===== config.mk =====
export PLATFORM = sky130hd
export DESIGN_NAME = async_queue_sink_flat
export DESIGN_NICKNAME = d
export VERILOG_FILES = /design/src/rtl/async_queue_pkg.sv /design/src/rtl/async_queue_sink_if.sv /design/src/rtl/async_sync_chain.sv /design/src/rtl/async_queue_sink.sv /design/src/flat_wrapper.sv
export SDC_FILE = /design/constraint.sdc
export NUM_CORES = 1
export LEC_CHECK = 0
export CORE_MARGIN = 1.5
export CORE_UTILIZATION = 40
export DETAILED_ROUTE_END_ITERATION = 8
export GPL_ROUTABILITY_DRIVEN = 0
export PLACE_DENSITY = 0.89
export SYNTH_ARGS = -nofsm -noshare
export SYNTH_HDL_FRONTEND = slang
export SYNTH_SLANG_ARGS = --single-unit

===== constraint.sdc =====
create_clock -name clock -period 3.13 [get_ports clock]
set_clock_uncertainty 0.05 [all_clocks]
set_input_delay 0.626 -clock clock [delete_from_list [all_inputs] [get_ports clock]]
set_output_delay 0.626 -clock clock [all_outputs]
set_load 0.05 [all_outputs]

===== src/rtl/async_queue_pkg.sv =====
// Shared types and Gray-code helpers for both halves of the async queue.
package async_queue_pkg;

   localparam int DEF_WIDTH = 10;
   localparam int DEF_DEPTH = 8;
   localparam int DEF_SYNC  = 3;

   function automatic logic [31:0] bin2gray(input logic [31:0] b);
      return b ^ (b >> 1);
   endfunction

   function automatic logic [31:0] gray2bin(input logic [31:0] g);
      logic [31:0] b;
      b[31] = g[31];
      for (int i = 30; i >= 0; i--)
         b[i] = b[i+1] ^ g[i];
      return b;
   endfunction

endpackage


===== src/rtl/async_queue_sink_if.sv =====
// Sink-side bundle: producer storage/pointers in, dequeue stream out.
// The reset handshake flags exist only with ASYNC_QUEUE_SINK_SAFE_EN.
interface async_queue_sink_if
   import async_queue_pkg::*;
#(
   parameter int WIDTH = DEF_WIDTH,
   parameter int DEPTH = DEF_DEPTH
);

   localparam int AW = $clog2(DEPTH);

   logic [DEPTH*WIDTH-1:0] async_mem;
   logic [AW:0]            async_widx;
   logic [AW:0]            async_ridx;
   logic                   deq_valid;
   logic                   deq_ready;
   logic [WIDTH-1:0]       deq_bits;
`ifdef ASYNC_QUEUE_SINK_SAFE_EN
   logic                   async_widx_valid;
   logic                   async_ridx_valid;
`endif

   modport master (
      input  async_mem,
      input  async_widx,
      output async_ridx,
      output deq_valid,
      input  deq_ready,
      output deq_bits
`ifdef ASYNC_QUEUE_SINK_SAFE_EN
      ,
      input  async_widx_valid,
      output async_ridx_valid
`endif
   );

   modport slave (
      output async_mem,
      output async_widx,
      input  async_ridx,
      input  deq_valid,
      output deq_ready,
      input  deq_bits
`ifdef ASYNC_QUEUE_SINK_SAFE_EN
      ,
      output async_widx_valid,
      input  async_ridx_valid
`endif
   );

endinterface


===== src/rtl/async_sync_chain.sv =====
// Multi-flop synchronizer, synchronous active-low reset to zero.
module async_sync_chain #(
   parameter int W      = 1,
   parameter int STAGES = 3
) (
   input  logic         clock,
   input  logic         reset_n,
   input  logic [W-1:0] d,
   output logic [W-1:0] q
);

   logic [STAGES-1:0][W-1:0] stg;

   always_ff @(posedge clock) begin
      if (!reset_n)
         stg <= '0;
      else
         stg <= {stg[STAGES-2:0], d};
   end

   assign q = stg[STAGES-1];

endmodule


===== src/rtl/async_queue_sink.sv =====
// Consumer-domain half of the CDC queue: sync write pointer, one-entry output reg.
// Optional reset handshake with ASYNC_QUEUE_SINK_SAFE_EN.
module async_queue_sink
   import async_queue_pkg::*;
#(
   parameter int WIDTH = DEF_WIDTH,
   parameter int DEPTH = DEF_DEPTH,
   parameter int SYNC  = DEF_SYNC
) (
   input  logic               clock,
   input  logic               reset_n,
   async_queue_sink_if.master io
);

   localparam int AW = $clog2(DEPTH);
   localparam int PW = AW + 1;

   typedef logic [PW-1:0] ptr_t;

   ptr_t             widx_s;
   ptr_t             ridx_bin;
   ptr_t             ridx_gray;
   ptr_t             ridx_bin_nx;
   ptr_t             ridx_gray_nx;
   logic [AW-1:0]    head;
   logic [WIDTH-1:0] head_data;
   logic [WIDTH-1:0] data_q;
   logic             valid_q;
   logic             alive;
   logic             empty;
   logic             load;

   async_sync_chain #(
      .W      (PW),
      .STAGES (SYNC)
   ) u_widx_sync (
      .clock   (clock),
      .reset_n (reset_n),
      .d       (io.async_widx),
      .q       (widx_s)
   );

`ifdef ASYNC_QUEUE_SINK_SAFE_EN
   logic ridx_valid_q;

   async_sync_chain #(
      .W      (1),
      .STAGES (SYNC)
   ) u_valid_sync (
      .clock   (clock),
      .reset_n (reset_n),
      .d       (io.async_widx_valid),
      .q       (alive)
   );

   always_ff @(posedge clock) begin
      if (!reset_n)
         ridx_valid_q <= 1'b0;
      else
         ridx_valid_q <= 1'b1;
   end

   assign io.async_ridx_valid = ridx_valid_q;
`else
   assign alive = 1'b1;
`endif

   assign head         = ridx_bin[AW-1:0];
   assign head_data    = io.async_mem[int'(head)*WIDTH +: WIDTH];
   assign ridx_bin_nx  = ridx_bin + ptr_t'(1);
   assign ridx_gray_nx = ptr_t'(bin2gray(32'(ridx_bin_nx)));

   assign empty = !alive || (ridx_gray == widx_s);
   assign load  = !empty && (!valid_q || io.deq_ready);

   // Pointer moves on capture, so the producer regains the slot a cycle early.
   always_ff @(posedge clock) begin
      if (!reset_n) begin
         ridx_bin  <= '0;
         ridx_gray <= '0;
         valid_q   <= 1'b0;
         data_q    <= '0;
      end else if (!alive) begin
         ridx_bin  <= '0;
         ridx_gray <= '0;
         valid_q   <= 1'b0;
      end else if (load) begin
         data_q    <= head_data;
         valid_q   <= 1'b1;
         ridx_bin  <= ridx_bin_nx;
         ridx_gray <= ridx_gray_nx;
      end else if (io.deq_ready) begin
         valid_q   <= 1'b0;
      end
   end

   assign io.deq_valid  = valid_q;
   assign io.deq_bits   = data_q;
   assign io.async_ridx = ridx_gray;

endmodule


===== src/flat_wrapper.sv =====
// flat-port wrapper written by rule: the top's interface ports become plain ports
module async_queue_sink_flat import async_queue_pkg::*;
#(
   parameter int WIDTH = DEF_WIDTH,
   parameter int DEPTH = DEF_DEPTH,
   parameter int SYNC  = DEF_SYNC
)
  (clock, reset_n, io_async_mem, io_async_widx, io_async_ridx, io_deq_valid, io_deq_ready, io_deq_bits);
  async_queue_sink_if #(.WIDTH(WIDTH), .DEPTH(DEPTH)) io_i ();
  input  logic clock;
  input  logic reset_n;
  input wire logic [$bits(io_i.async_mem)-1:0] io_async_mem;
  input wire logic [$bits(io_i.async_widx)-1:0] io_async_widx;
  output wire logic [$bits(io_i.async_ridx)-1:0] io_async_ridx;
  output wire logic [$bits(io_i.deq_valid)-1:0] io_deq_valid;
  input wire logic [$bits(io_i.deq_ready)-1:0] io_deq_ready;
  output wire logic [$bits(io_i.deq_bits)-1:0] io_deq_bits;
  assign io_i.async_mem = io_async_mem;
  assign io_i.async_widx = io_async_widx;
  assign io_async_ridx = io_i.async_ridx;
  assign io_deq_valid = io_i.deq_valid;
  assign io_i.deq_ready = io_deq_ready;
  assign io_deq_bits = io_i.deq_bits;
  async_queue_sink #(.WIDTH(WIDTH), .DEPTH(DEPTH), .SYNC(SYNC)) u_core (.clock(clock), .reset_n(reset_n), .io(io_i));
endmodule

==> flow_metrics.tcl <==
set metrics [dict create \
    status "finished clean" \
    clock_sinks 30 \
    synth_edf_count 0 \
    synth-xor-area-share_pct 5.15 \
    synth_top_area_share_pct 35.3 \
    path_class "reg -> out" \
    min_path_type "reg -> reg" \
    synthCells 144 \
    slew_headroom_pct 48.7 \
    cts_buffer_depth 2 \
    die-area_mm2 0.00465 \
    synthMuxAreaShare_pct 34.2 \
    diodes 0 \
    netlist_top_cells_area "dfxtp_1, mux4_2, mux2i_1" \
    max_cap_viol_count 0 \
    regArea_um2 601 \
    fmax_ghz 0.445 \
    powerDensity_mw_per_mm2 770 \
    p_seq_share_pct 26.4 \
    grt_usage_pct 20.8 \
    grt_pass1_wl_um 6960 \
    min-delay-start "u_core.u_widx_sync.stg[5]" \
    final_area_mm2 0.00285 \
    holdWs_ns 0.383 \
    regToRegStartpoint "u_core.ridx_bin[0]" \
    worst-path-buf-inv 1 \
    grt_overflow 0 \
    vias 1518 \
    dp_cells 284 \
    swShare_pct 38.0 \
    fillCellCount 279 \
    synth_fa_ha_area_share_pct 0.735 \
    antenna_found_initial 0 \
    hold_depth 1 \
    portBuffers 101 \
    wl_per_cell_um 15.2 \
    synthDistinctLibCells 23 \
    cts_setup_buffers 0 \
    pre_cts_slack_ns 1.02 \
    rsz0062_at_grt "false" \
    period_share_pct 71.9 \
    path_max_fanout 5 \
    instances_no_fill 292 \
    ys_seq_area_share_pct 35.3 \
    finalSetupViolations 0 \
    ys.flop_type "dfxtp_1" \
    insertion_delay_ns 0.28 \
    max_stage_delay_ns 0.84 \
    root_buffer "clkbuf_8" \
    layout_setup_ws_ns 0.881 \
    peakVddDrop_v 0.000424 \
    path_cells "clkdlybuf4s50_1" \
    r2r_end "u_core.io.deq_bits[2]" \
    start_util_pct 41.9 \
    power.share.clock_pct 22.2 \
    cts_buffers 5 \
    ant_nets 0 \
    critical_path_required_ns 2.45 \
    ys_ff_latch 30 \
    cts_tree "built" \
    syn_avg_cell_area_um2 11.8 \
    drtIter0Drc 57 \
    totalNegativeSetupSlack_ns 0 \
    p_int_mw 1.36 \
    p_switching_uw 834 \
    fp.dieW_um 68.2 \
    drcViolationCount 0 \
    post-route-min-period_ns 2.25 \
    area_growth_pct 67.6 \
    dr.pass1.iters 4 \
    nNetsFinal 329 \
    die_height_um 68.2 \
    post_cts_resized 0 \
    hold_viol 0 \
    multiInputGateArea_um2 992 \
    synth_top_family_by_area "multiplexers" \
    drive_gt1_share_pct 12.4 \
    async_flop_share_pct 0 \
    grt_max_degree 37 \
    synth_compound_area_share_pct 8.90 \
    synth.top_cells.by_count "dfxtp_1, mux4_2, o21ai_1, and2_1, mux2i_1" \
    hpwl_um 3430 \
    cp.arrival_ns 1.57 \
    startpoint_type "flip-flop" \
    cpMaxStageDelayCell "clkdlybuf4s50_1" \
    p_leak_nw 1.02 \
    final_util_pct 70.3 \
    tightest_slew_ns 0.768 \
    syn-num-nets 232 \
    clk_pin_slew_ns 0.06 \
    finalWirelength_um 4440 \
    yosysMostFrequentCell "dfxtp_1" \
    yosys_warnings 0 \
    htreeDepth 2 \
    finalPower_mw 2.19 \
    row_count 23 \
    critPathCaptureType "primary output" \
    synth_area_mm2 0.00170 \
    cp_top_family "buffers and inverters" \
    yosysTopAreaCell "dfxtp_1" \
    first_global_vias 1518 \
    reg2regPathDepth 4 \
    yosys.area_share.simple_pct 9.34 \
    ios 102 \
    p_comb_share_pct 51.4 \
    min_to "u_core.u_widx_sync.q[1]" \
    rrSetupSlack_ns 1.24 \
    placed_area_mm2 0.00271 \
    core_mm2 0.00406 \
    slew_violations 0 \
    cts_hold_repair.buffers 0 \
    avgViaCountPerCell 5.20 \
]
layout by cell type, fill, tap and decap left out:
cell type and n:
mux4_1 3, clkbuf_8 6, o21a_1 1, nor2b_1 1, xnor2_1 9, ha_1 1, buf_4 3, o21ai_1 14
nand4_1 2, clkdlybuf4s50_1 101, a21boi_0 1, nand2b_1 2, dfxtp_1 30, a21oi_1 10, mux4_2 17, mux2i_1 12
a41oi_2 1, xor2_1 1, buf_12 1, and2_1 13, nand3_1 4, nand2_1 7, bufinv_16 2
cell type report:
| type | count | share of cell area, % |
|---|---|---|
| timing repair buffer | 105 | 36.9 |
| multi-input combinational | 99 | 34.8 |
| sequential | 30 | 21.1 |
| clock buffer | 6 | 2.90 |
| tap | 50 | 2.19 |
| clock inverter | 2 | 2.11 |
power by group through the flow:
stage	logic, mW	registers, mW	clock network (mW)
6_report	1.13	0.579	0.487
3_5_place_dp	1.13	0.587	0
2_1_floorplan	0.612	0.803	0
3_3_place_gp	1.11	0.585	0
4_1_cts	1.14	0.580	0.493
5_1_grt	1.20	0.597	0.513
kinds of logic after synthesis:
group	count (synthesis)
muxes	32
DFF	30
and+or+nand+nor	29
AOI/OAI and AO/OA	27
buffers and inverters	15
xor gates and xnor gates	10
adders and majority gates	1
sequential cells by signal (all words and copies together) (netlist names):
| register | cells |
|---|---|
| u_core.io.deq_bits | 10 |
| u_core.io.async_ridx | 4 |
| u_core.u_widx_sync.stg | 8 |
| u_core.io.deq_valid | 1 |
| u_core.ridx_bin | 3 |
| u_core.u_widx_sync.q | 4 |
layer usage:
layer / routed length [um] / global-route usage [%]
met1: 1530 / 22.3
met2: 2410 / 36.7
met3: 340 / 6.74
met4: 154 / 10.0
met5: 0 / 0
worst max-delay path by stage:
stage | from | endpoint | slack (ns) | cells past startpoint
after global routing | u_core.io.async_ridx[3] | io_async_ridx[3] | 0.80 | 1
after detailed placement | io_deq_ready | u_core.io.async_ridx[3] | 1.02 | 6
after CTS | u_core.io.async_ridx[3] | io_async_ridx[3] | 0.86 | 1
after global placement | io_deq_ready | u_core.io.async_ridx[3] | 1.05 | 6
after floorplan | u_core.io.async_ridx[0] | u_core.io.deq_bits[0] | 1.43 | 5
final | u_core.io.async_ridx[3] | io_async_ridx[3] | 0.88 | 1
No activity file was read; power rests on OpenSTA's default activity.
